### src/rtl/s_bus_sequencer_if.sv
// Signal bundle between the SPC700 bus sequencer and its surroundings:
// CPU-side bus, IPL ROM lookup port and ARAM port.
interface s_bus_sequencer_if;
  logic        halt;
  logic        opfetch;
  logic        cpu_we;
  logic [15:0] cpu_addr;
  logic [7:0]  cpu_wdata;
  logic [7:0]  cpu_rdata;
  logic [7:0]  op;
  logic        cpu_en;
  logic        iplrom_en;
  logic [5:0]  ipl_addr;
  logic [7:0]  ipl_rdata;
  logic        dsp_busy;
  logic [15:0] ram_addr;
  logic [7:0]  ram_wdata;
  logic        ram_rd;
  logic        ram_we;
  logic [7:0]  ram_rdata;

  // The sequencer drives the bus cycles, so it takes the master side.
  modport master (
    input  halt, opfetch, cpu_we, cpu_addr, cpu_wdata, iplrom_en, ipl_rdata, dsp_busy, ram_rdata,
    output cpu_rdata, op, cpu_en, ipl_addr, ram_addr, ram_wdata, ram_rd, ram_we
  );

  modport slave (
    output halt, opfetch, cpu_we, cpu_addr, cpu_wdata, iplrom_en, ipl_rdata, dsp_busy, ram_rdata,
    input  cpu_rdata, op, cpu_en, ipl_addr, ram_addr, ram_wdata, ram_rd, ram_we
  );
endinterface

### src/rtl/s_bus_sequencer.sv
// SPC700 bus sequencer: one cpu_en per bus cycle, one ARAM access per cycle
// around DSP slots, IPL ROM overlay on reads, and the fetched-opcode latch.
module s_bus_sequencer #(
  parameter int CLK_DIV = 24,
  parameter int RAM_LAT = 2
) (
  input  logic               clk,
  input  logic               reset,
  s_bus_sequencer_if.master  bus
);

  localparam logic [2:0] S_IDLE      = 3'd0;
  localparam logic [2:0] S_ADDR      = 3'd1;
  localparam logic [2:0] S_WAIT_SLOT = 3'd2;
  localparam logic [2:0] S_LAT       = 3'd3;
  localparam logic [2:0] S_DATA      = 3'd4;
  localparam logic [2:0] S_DONE      = 3'd5;

  localparam int PW = $clog2(CLK_DIV);
  localparam int LW = (RAM_LAT > 1) ? $clog2(RAM_LAT) : 1;
  localparam logic [PW-1:0] PHASE_LAST = PW'(CLK_DIV - 1);
  localparam logic [LW-1:0] LAT_LAST   = LW'(RAM_LAT - 1);

  logic [2:0]    state;
  logic [PW-1:0] phase;
  logic [LW-1:0] lat_cnt;
  logic          cyc_we;
  logic          ipl_hit;
  logic          ipl_hit_now;
  logic          wait_hold;

  // Writes into $FFC0-$FFFF always go to ARAM; only reads see the ROM.
  assign ipl_hit_now  = bus.iplrom_en && !bus.cpu_we && (bus.cpu_addr >= 16'hFFC0);
  assign wait_hold    = (state == S_WAIT_SLOT) && bus.dsp_busy;
  assign bus.ipl_addr = bus.ram_addr[5:0];

  // Each clk the DSP keeps the slot stretches the bus cycle by one clk.
  always_ff @(posedge clk or posedge reset) begin
    if (reset) begin
      phase <= '0;
    end else if (!wait_hold) begin
      phase <= (phase == PHASE_LAST) ? '0 : phase + 1'b1;
    end
  end

  always_ff @(posedge clk or posedge reset) begin
    if (reset) begin
      state         <= S_IDLE;
      lat_cnt       <= '0;
      cyc_we        <= 1'b0;
      ipl_hit       <= 1'b0;
      bus.ram_addr  <= '0;
      bus.ram_wdata <= '0;
      bus.ram_rd    <= 1'b0;
      bus.ram_we    <= 1'b0;
      bus.cpu_en    <= 1'b0;
      bus.cpu_rdata <= '0;
    end else begin
      // NOTE: strobes default low every clk so each one is exactly one clk wide.
      bus.ram_rd <= 1'b0;
      bus.ram_we <= 1'b0;
      bus.cpu_en <= 1'b0;
      case (state)
        S_IDLE: if (phase == '0) state <= S_ADDR;
        S_ADDR: begin
          bus.ram_addr  <= bus.cpu_addr;
          bus.ram_wdata <= bus.cpu_wdata;
          cyc_we        <= bus.cpu_we;
          ipl_hit       <= ipl_hit_now;
          state         <= ipl_hit_now ? S_DATA : S_WAIT_SLOT;
        end
        S_WAIT_SLOT: if (!bus.dsp_busy) begin
          if (cyc_we) begin
            bus.ram_we <= 1'b1;
            state      <= S_DONE;
          end else begin
            bus.ram_rd <= 1'b1;
            lat_cnt    <= '0;
            state      <= S_LAT;
          end
        end
        S_LAT: begin
          if (lat_cnt == LAT_LAST) state <= S_DATA;
          else                     lat_cnt <= lat_cnt + 1'b1;
        end
        S_DATA: begin
          bus.cpu_rdata <= ipl_hit ? bus.ipl_rdata : bus.ram_rdata;
          state         <= S_DONE;
        end
        S_DONE: if (phase == PHASE_LAST) begin
          // Halt only masks the strobe; the cycle itself still completes.
          bus.cpu_en <= !bus.halt;
          state      <= S_IDLE;
        end
        default: state <= S_IDLE;
      endcase
    end
  end

  // The controller sees the new opcode in the clk after cpu_en.
  always_ff @(posedge clk or posedge reset) begin
    if (reset) begin
      bus.op <= '0;
    end else if (bus.cpu_en && bus.opfetch && !cyc_we) begin
      bus.op <= bus.cpu_rdata;
    end
  end

endmodule

### src/flat_wrapper.sv
// flat-port wrapper written by rule: the top's interface ports become plain ports
module s_bus_sequencer_flat 
#(
  parameter int CLK_DIV = 24,
  parameter int RAM_LAT = 2
)
  (clk, reset, bus_halt, bus_opfetch, bus_cpu_we, bus_cpu_addr, bus_cpu_wdata, bus_iplrom_en, bus_ipl_rdata, bus_dsp_busy, bus_ram_rdata, bus_cpu_rdata, bus_op, bus_cpu_en, bus_ipl_addr, bus_ram_addr, bus_ram_wdata, bus_ram_rd, bus_ram_we);
  s_bus_sequencer_if bus_i ();
  input  logic clk;
  input  logic reset;
  input wire logic [$bits(bus_i.halt)-1:0] bus_halt;
  input wire logic [$bits(bus_i.opfetch)-1:0] bus_opfetch;
  input wire logic [$bits(bus_i.cpu_we)-1:0] bus_cpu_we;
  input wire logic [$bits(bus_i.cpu_addr)-1:0] bus_cpu_addr;
  input wire logic [$bits(bus_i.cpu_wdata)-1:0] bus_cpu_wdata;
  input wire logic [$bits(bus_i.iplrom_en)-1:0] bus_iplrom_en;
  input wire logic [$bits(bus_i.ipl_rdata)-1:0] bus_ipl_rdata;
  input wire logic [$bits(bus_i.dsp_busy)-1:0] bus_dsp_busy;
  input wire logic [$bits(bus_i.ram_rdata)-1:0] bus_ram_rdata;
  output wire logic [$bits(bus_i.cpu_rdata)-1:0] bus_cpu_rdata;
  output wire logic [$bits(bus_i.op)-1:0] bus_op;
  output wire logic [$bits(bus_i.cpu_en)-1:0] bus_cpu_en;
  output wire logic [$bits(bus_i.ipl_addr)-1:0] bus_ipl_addr;
  output wire logic [$bits(bus_i.ram_addr)-1:0] bus_ram_addr;
  output wire logic [$bits(bus_i.ram_wdata)-1:0] bus_ram_wdata;
  output wire logic [$bits(bus_i.ram_rd)-1:0] bus_ram_rd;
  output wire logic [$bits(bus_i.ram_we)-1:0] bus_ram_we;
  assign bus_i.halt = bus_halt;
  assign bus_i.opfetch = bus_opfetch;
  assign bus_i.cpu_we = bus_cpu_we;
  assign bus_i.cpu_addr = bus_cpu_addr;
  assign bus_i.cpu_wdata = bus_cpu_wdata;
  assign bus_i.iplrom_en = bus_iplrom_en;
  assign bus_i.ipl_rdata = bus_ipl_rdata;
  assign bus_i.dsp_busy = bus_dsp_busy;
  assign bus_i.ram_rdata = bus_ram_rdata;
  assign bus_cpu_rdata = bus_i.cpu_rdata;
  assign bus_op = bus_i.op;
  assign bus_cpu_en = bus_i.cpu_en;
  assign bus_ipl_addr = bus_i.ipl_addr;
  assign bus_ram_addr = bus_i.ram_addr;
  assign bus_ram_wdata = bus_i.ram_wdata;
  assign bus_ram_rd = bus_i.ram_rd;
  assign bus_ram_we = bus_i.ram_we;
  s_bus_sequencer #(.CLK_DIV(CLK_DIV), .RAM_LAT(RAM_LAT)) u_core (.clk(clk), .reset(reset), .bus(bus_i));
endmodule
### config.mk
export PLATFORM = sky130hd
export DESIGN_NAME = s_bus_sequencer_flat
export DESIGN_NICKNAME = d
export VERILOG_FILES = /design/src/rtl/s_bus_sequencer_if.sv /design/src/rtl/s_bus_sequencer.sv /design/src/flat_wrapper.sv
export SDC_FILE = /design/constraint.sdc
export NUM_CORES = 1
export LEC_CHECK = 0
export BUFFER_PORTS_ARGS = -buffer_cell sky130_fd_sc_hd__clkbuf_2
export CELL_PAD_IN_SITES_DETAIL_PLACEMENT = 1
export CELL_PAD_IN_SITES_GLOBAL_PLACEMENT = 1
export CORE_MARGIN = 2
export CORE_UTILIZATION = 35
export CTS_BUF_LIST = sky130_fd_sc_hd__clkbuf_16
export DETAILED_ROUTE_END_ITERATION = 7
export HOLD_SLACK_MARGIN = 0.02
export PLACE_DENSITY = 0.83
export SETUP_SLACK_MARGIN = 0.05
export SYNTH_ARGS = -nofsm -noshare
export SYNTH_HDL_FRONTEND = slang
export SYNTH_SLANG_ARGS = --single-unit
export TNS_END_PERCENT = 20
### constraint.sdc
create_clock -name clk -period 4.5 [get_ports clk]
set_input_delay 1.125 -clock clk [delete_from_list [all_inputs] [get_ports clk]]
set_output_delay 1.125 -clock clk [all_outputs]
set_load 0.03 [all_outputs]
==> run_results.csv, run 1 <==
group,metric,value,unit
run_status,outcome,"finished with violations",
run_status,violations,"DRC",
synthesis,synth_area_leader_cell,"dfrtp_1",
sta,fin_setup_tns,0,ns
final_layout,syn2layout_area_growth,26.1,%
synthesis,ys_warn_count,0,
synthesis,synth_nets,228,
final_layout,layout.cells.non_filler,347,
drt,vias,1696,
floorplan,fp.dieH,85.9,microns
sta,clock_skew,0.00183,ns
clock_tree,holdBufCountCts,0,
global_route,grt.overflow.total,0,
final_layout,nets,318,
drt,met1_length,2120,microns
clock_tree,cts_setup_buffers,0,
min_path,hp-class,"register to register",
floorplan,row_count,29,
synthesis,synth_cells,179,
clock_tree,clkSinkCount,54,
critical_path,start_kind,"register",
global_route,antenna_found_initial,0,
placed_design,dp_hpwl,3890,microns
pwr,p_per_area,734,mW/mm^2
drt,drt_iter0_markers,63,
critical_path,crit_slowest_cell,"dfrtp_1",
sta,finalSetupViolCount,0,
final_layout,n_fill_cell,711,
drt,antenna_left,0,
placed_design,dp.cells,339,
placed_design,port_buffers,95,
critical_path,cp_cell_sequence,"clkbuf_2",
synthesis,ys_seq_elements,54,
synthesis,seq_area_frac_synth,57.6,%
sta,drv_slew,0,
sta,rsz0062_at_grt,"no",
sta,slew_headroom,27.3,%
global_route,first_global_vias,1805,
sta,hold_violations,0,
critical_path,cpPeakStageDelay,0.38,ns
synthesis,synth_cell_types,33,
final_layout,n_antenna_cell,0,
synthesis,synth_common_cells,"dfrtp_1 (54), mux2_1 (17), mux2_2 (17)",
drt,top_layer_used,"met4",
drt,met2WireLength,2670,microns
critical_path,crit_family,"flip-flops",
pwr,ir_drop,332,uV
floorplan,initial_utilization,36.5,%
synthesis,syn_area,0.00235,sq mm
drt,drtPass1Iterations,7,
drt,routedWlPerCell,14.8,microns
clock_tree,cts_buffers,5,
sta,max_freq,498,MHz
sta,fin_crit_sh,44.7,%
floorplan,fp.dieW,85.9,microns
drt,dr_wl_met3,284,microns
critical_path,cp.required,3.38,ns
synthesis,synth_top_flop_cell,"dfrtp_1",
global_route,grt_pass1_wl,8450,microns
global_route,track_usage,14.3,%
critical_path,cp.arrival,0.88,ns
global_route,grt_max_degree,55,
clock_tree,post_cts_resized,0,
synthesis,synth.most_common_cell,"dfrtp_1",
clock_tree,cts_buffer_depth,2,
clock_tree,clk_latency,0.28,ns
final_layout,drive_above_1_share,45.9,%
clock_tree,path_clk_slew,0.07,ns
synthesis,netlist_top_cells_area,"dfrtp_1 (58%), mux2_1 (8.2%), mux2_2 (8.2%)",
critical_path,path_max_fanout,3,
synthesis,synth-edff-count,0,
clock_tree,cts.root.buffer_cell,"clkbuf_16",
pwr,p_total,0.00217,W
drt,post_drt_via_cell_ratio,4.89,
critical_path,path_buf_inv,1,
clock_tree,cts.htree.levels,2,
clock_tree,cts_tree,"yes",
sta,layout_min_cycle_time,2.01,ns
critical_path,cp-end-kind,"output port",
pwr,leakage,1.46,nW
flow_run,max_cap_violations,0,
floorplan,fp.coreArea,0.00642,sq mm
floorplan,die-area,0.00738,sq mm
placed_design,place_congestion,0.805,
drt,drcViolationCount,2,
synthesis,synth.avg_cell_area,13.1,sq um
synthesis,ys_async_sr_fraction,100,%
floorplan,pin_count,96,
drt,routed_wl,5130,microns
sta,tightest_slew,1.09,ns
synthesis,synth_top_area_share,57.6,%
critical_path,path_class,"register to output port",
-- through the flow --
step	worst slack [ns]	cell area, sq um	hold WS [ns]	util, %
global route	2.44	2960	0.512	46.1
detailed placement	2.29	2820	0.478	44.0
floorplan	2.06	2350	0.452	-
finish	2.49	2960	0.488	46.1
global placement	2.34	2820	0.472	44.0
CTS	2.48	2960	0.494	46.1
-- final timing paths --
check                                                     from                                  end  slack (ns)  depth (start not counted)
min in group asynchronous                                reset  u_core.bus.ram_wdata[0]$_DFFE_PP0N_        1.11                          2
max reg2reg                        u_core.state[0]$_DFFE_PP0P_          u_core.state[2]$_DFFE_PP0P_        2.82                          5
min                         u_core.bus.ram_addr[9]$_DFFE_PP0N_   u_core.bus.ram_addr[9]$_DFFE_PP0N_        0.49                          1
max in group asynchronous                                reset  u_core.bus.cpu_rdata[6]$_DFFE_PP0P_        2.74                          2
min reg2reg                 u_core.bus.ram_addr[9]$_DFFE_PP0N_   u_core.bus.ram_addr[9]$_DFFE_PP0N_        0.49                          1
max                        u_core.bus.cpu_rdata[2]$_DFFE_PP0P_                     bus_cpu_rdata[2]        2.49                          1
-- power breakdown --
part	internal [W]	switching [W]	leakage, nW	total [W]
Sequential	0.000680	0.000161	0.655	0.000841
Combinational	0.000342	0.000627	0.731	0.000969
Clock	0.000201	0.000160	0.0724	0.000362
Total	0.00122	0.000949	1.46	0.00217
-- layer usage --
metal,global-route usage (%),up-vias
met5,0,-
met4,3.90,0
met3,2.98,5
met2,25.9,49
met1,17.2,833
li1,-,809
-- kinds of logic (layout without fill, tap and decap cells) --
kind of cell | count (synthesis) | in the layout | share of synthesized area (%)
XOR/XNOR | 1 | 1 | 0.373
flip-flops | 54 | 54 | 57.6
AND/OR/NAND/NOR | 38 | 38 | 9.65
buffers and inverters | 20 | 111 | 5.81
AO/OA/AOI/OAI | 22 | 22 | 5.81
adder cells (fa/ha/maj) | 2 | 2 | 1.07
multiplexers | 42 | 42 | 19.7
-- cell usage in the layout (no fill, tap or decap), drive strengths merged --
| master | n |
|---|---|
| a21oi | 10 |
| a311o | 1 |
| and2 | 2 |
| and3 | 1 |
| and4 | 2 |
| and4b | 2 |
| buf | 1 |
| clkbuf | 100 |
| clkinv | 2 |
| dfrtp | 54 |
| ha | 2 |
| inv | 8 |
| mux2 | 34 |
| mux2i | 8 |
| nand2 | 6 |
| nand2b | 1 |
| nand3 | 2 |
| nand4 | 3 |
| nor2 | 12 |
| nor2b | 2 |
| nor3b | 2 |
| nor4 | 2 |
| nor4b | 1 |
| o21ai | 5 |
| o221ai | 4 |
| o311ai | 1 |
| o31ai | 1 |
| xnor2 | 1 |
-- state kept, by name, indices dropped and copies added (netlist names) --
register              flops
u_core.bus.ram_addr      16
u_core.bus.cpu_rdata      8
u_core.bus.op             8
u_core.bus.ram_wdata      8
u_core.phase              5
u_core.state              3
u_core.bus.cpu_en         1
u_core.bus.ram_rd         1
u_core.bus.ram_we         1
u_core.cyc_we             1
u_core.ipl_hit            1
u_core.lat_cnt            1
-- cell type report --
cell class                 instances  area, sq um  area share [%]
sequential                        54         1350            45.6
multi-input combinational        105          866            29.2
timing repair buffer              96          483            16.3
clock buffer                       5          125            4.23
tap                               77         96.3            3.25
inverter                           7         26.3           0.888
clock inverter                     3         12.5           0.423
No activity file was read; power rests on OpenSTA's default activity.
==> inputs of run 2 (changes only) <==
--- a/config.mk
+++ b/config.mk
@@ -5,15 +5,16 @@
 export SDC_FILE = /design/constraint.sdc
 export NUM_CORES = 1
 export LEC_CHECK = 0
+export ABC_AREA = 1
 export BUFFER_PORTS_ARGS = -buffer_cell sky130_fd_sc_hd__clkbuf_2
 export CELL_PAD_IN_SITES_DETAIL_PLACEMENT = 1
 export CELL_PAD_IN_SITES_GLOBAL_PLACEMENT = 1
 export CORE_MARGIN = 2
-export CORE_UTILIZATION = 35
+export CORE_UTILIZATION = 31
 export CTS_BUF_LIST = sky130_fd_sc_hd__clkbuf_16
 export DETAILED_ROUTE_END_ITERATION = 7
 export HOLD_SLACK_MARGIN = 0.02
-export PLACE_DENSITY = 0.83
+export PLACE_DENSITY = 0.82
 export SETUP_SLACK_MARGIN = 0.05
 export SYNTH_ARGS = -nofsm -noshare
 export SYNTH_HDL_FRONTEND = slang
==> constraint.sdc (replaced) <==
create_clock -name clk -period 1.7 [get_ports clk]
set_input_delay 0.425 -clock clk [delete_from_list [all_inputs] [get_ports clk]]
set_output_delay 0.425 -clock clk [all_outputs]
set_load 0.03 [all_outputs]
==> run 2 against run 1 <==
  * The run now ends clean
  * Sequential power grew to 2.5 times the previous value
  * Synthesized cell count grew 55%
  * First-iteration DRC count increased by 19%
  * Setup slack lost 2.2 ns
  * Register-to-register slack worse by 2.5 ns
  * Core utilization fell by 5.6 points
  * Worst hold slack lost 0.36 ns
  * Clock-buffer cell count unchanged
  * Synthesized area rose by 2.5%
  * Critical path type is now register to register
  * Critical endpoint is now u_core.bus.cpu_rdata[5]$_DFFE_PP0P_
==> run_results.csv, run 2 <==
group,metric,value,unit
run_status,outcome,"finished clean",
sta,layout_min_cycle_time,1.42,ns
floorplan,fp.coreArea,0.00761,sq mm
clock_tree,cts.root.buffer_cell,"clkbuf_16",
pwr,p_per_area,1910,mW/mm^2
sta,fin_crit_sh,83.3,%
synthesis,seq_area_frac_synth,56.2,%
pwr,pwr-share-seq,36.3,%
final_layout,nets,415,
pwr,p_int,0.00313,W
synthesis,ys_async_sr_fraction,100,%
synthesis,synth_top_area_share,56.2,%
sta,rsz0062_at_grt,"no",
drt,routed_wl,5900,microns
clock_tree,holdBufCountCts,0,
final_layout,largest_reg_flops,16,
clock_tree,cts_buffer_depth,2,
clock_tree,cts_tree,"yes",
global_route,grt_pass1_wl,9870,microns
floorplan,initial_utilization,31.6,%
clock_tree,cts.htree.levels,2,
drt,drcViolationCount,0,
sta,clock_skew,0.00583,ns
floorplan,fp.dieH,92.1,microns
flow_run,max_cap_violations,0,
synthesis,synth_top_flop_cell,"dfrtp_1",
clock_tree,cts_setup_buffers,0,
drt,antenna_left,0,
critical_path,cp-end-kind,"register",
final_layout,largest-register,"u_core.bus.ram_addr",
global_route,grt_max_degree,38,
final_layout,mostFrequentLayoutCell,"nand2_1",
clock_tree,clk_latency,0.29,ns
clock_tree,post_cts_resized,0,
sta,finalSetupViolCount,0,
synthesis,synth-edff-count,0,
floorplan,die-area,0.00848,sq mm
critical_path,path_max_fanout,16,
synthesis,synth.avg_cell_area,8.69,sq um
global_route,grt.overflow.total,0,
synthesis,synth_common_cells,"nand2_1 (111), dfrtp_1 (54), inv_1 (26)",
clock_tree,path_clk_slew,0.07,ns
sta,slew_headroom,62.5,%
pwr,combinationalPowerShare,47.1,%
critical_path,cp.arrival,1.61,ns
min_path,hp-class,"primary input to async pin",
drt,drtPass1Iterations,6,
global_route,first_global_vias,2117,
synthesis,ys_warn_count,0,
sta,timing.hold.ws,0.124,ns
global_route,track_usage,14.6,%
synthesis,synth.most_common_cell,"nand2_1",
pwr,p_sw_share,46.7,%
floorplan,fp.dieW,92.1,microns
synthesis,synth_cell_types,27,
final_layout,syn2layout_area_growth,27.9,%
sta,fin_setup_tns,0,ns
synthesis,synth_cells,277,
clock_tree,cts_buffers,5,
drt,routedWlPerCell,12.6,microns
sta,hold_violations,0,
placed_design,port_buffers,95,
sta,drv_slew,0,
pwr,power.switching,0.00274,W
critical_path,cp.required,1.89,ns
placed_design,dp_hpwl,4500,microns
drt,post_drt_via_cell_ratio,4.49,
final_layout,n_antenna_cell,0,
pwr,clock_power_share,16.7,%
floorplan,pin_count,96,
clock_tree,clkSinkCount,54,
placed_design,place_congestion,0.725,
sta,tightest_slew,0.563,ns
pwr,leakage,1.72,nW
pwr,ir_drop,698,uV
critical_path,path_class,"register to register",
sta,max_freq,706,MHz
global_route,antenna_found_initial,0,
synthesis,ys_seq_elements,54,
synthesis,synth_area_leader_cell,"dfrtp_1",
synthesis,netlist_top_cells_area,"dfrtp_1 (56%), nand2_1 (17%), inv_1 (4.1%)",
final_layout,layout_common_cells,"nand2_1 (111), clkbuf_2 (95), dfrtp_1 (54)",
pwr,p_total,0.00587,W
critical_path,start_kind,"register",
final_layout,drive_above_1_share,31.1,%
synthesis,syn_area,0.00241,sq mm
floorplan,row_count,32,
final_layout,n_fill_cell,965,
synthesis,synth_nets,326,
drt,drt_iter0_markers,75,
drt,vias,2107,
run 2: changes by cell type after synthesis, sizes merged, moves of 4 or more:
cell    change
mux2       -34
a21oi       -9
inv        +22
o211ai      +8
o21ai      +18
nor2        -4
nand3       +8
mux2i       -8
o221ai      -4
nand2     +108
run 2: path summary, 6_finish.rpt:
path	to	cells after the start	startpoint	slack [ns]
min reg2reg	u_core.bus.ram_wdata[7]$_DFFE_PP0N_	2	u_core.bus.ram_wdata[7]$_DFFE_PP0N_	0.47
min	u_core.bus.ram_addr[1]$_DFFE_PP0N_	2	reset	0.12
max	u_core.bus.cpu_rdata[5]$_DFFE_PP0P_	5	u_core.state[0]$_DFFE_PP0P_	0.28
max in group asynchronous	u_core.bus.cpu_en$_DFF_PP0_	3	reset	1.07
min in group clk	u_core.bus.cpu_en$_DFF_PP0_	2	bus_halt	0.29
max reg2reg	u_core.bus.cpu_rdata[5]$_DFFE_PP0P_	5	u_core.state[0]$_DFFE_PP0P_	0.28
run 2: per-layer routing:
layer	up-vias	global-route usage, %	share of wire (%)
met1	1023	18.3	44
met4	0	4.48	0.75
met2	47	25.2	51
met5	-	0	0
li1	1032	-	-
met3	5	3.12	4.6
run 2: cells by family (layout without fill, tap and decap cells):
kind of cell             after synthesis  count (layout)  share of synthesized area [%]
buffers and inverters                 45             135                           9.67
flip-flops                            54              54                           56.2
XOR/XNOR                               3               3                           1.09
AND/OR/NAND/NOR                      140             140                           24.2
AO/OA/AOI/OAI                         33              33                           7.80
adder cells (fa/ha/maj)                2               2                           1.04
run 2: layout make-up:
class / count / area, sq um / share of cell area [%]
Multi-Input combinational cell: 178 / 822 / 26.7
Inverter: 29 / 113 / 3.66
Clock inverter: 3 / 16.3 / 0.528
Tap cell: 102 / 128 / 4.15
Clock buffer: 5 / 125 / 4.07
Timing Repair Buffer: 98 / 523 / 17.0
Sequential cell: 54 / 1350 / 43.9
run 2: metrics by stage:
stage	setup slack, ns	util [%]	area, sq um	cells
after global routing	0.139	40.5	3080	469
final	0.283	40.5	3080	469
after global placement	0.353	38.6	2940	461
after floorplan	0.527	-	2410	277
after CTS	0.271	40.5	3080	469
after detailed placement	0.281	38.6	2940	461
run 2: power groups by stage:
stage	logic, W	registers (W)	clock network [W]
floorplan	0.00137	0.00286	0
global placement	0.00274	0.00212	0
detailed placement	0.00282	0.00215	0
CTS	0.00283	0.00213	0.00102
global route	0.00308	0.00220	0.00107
finish	0.00276	0.00213	0.000978
run 2: critical path: stages (launching register included):
cell and delay, ns:
dfrtp_1 0.45, inv_1 0.10, nand3_1 0.10, inv_1 0.36
o211ai_1 0.18, o21ai_0 0.13
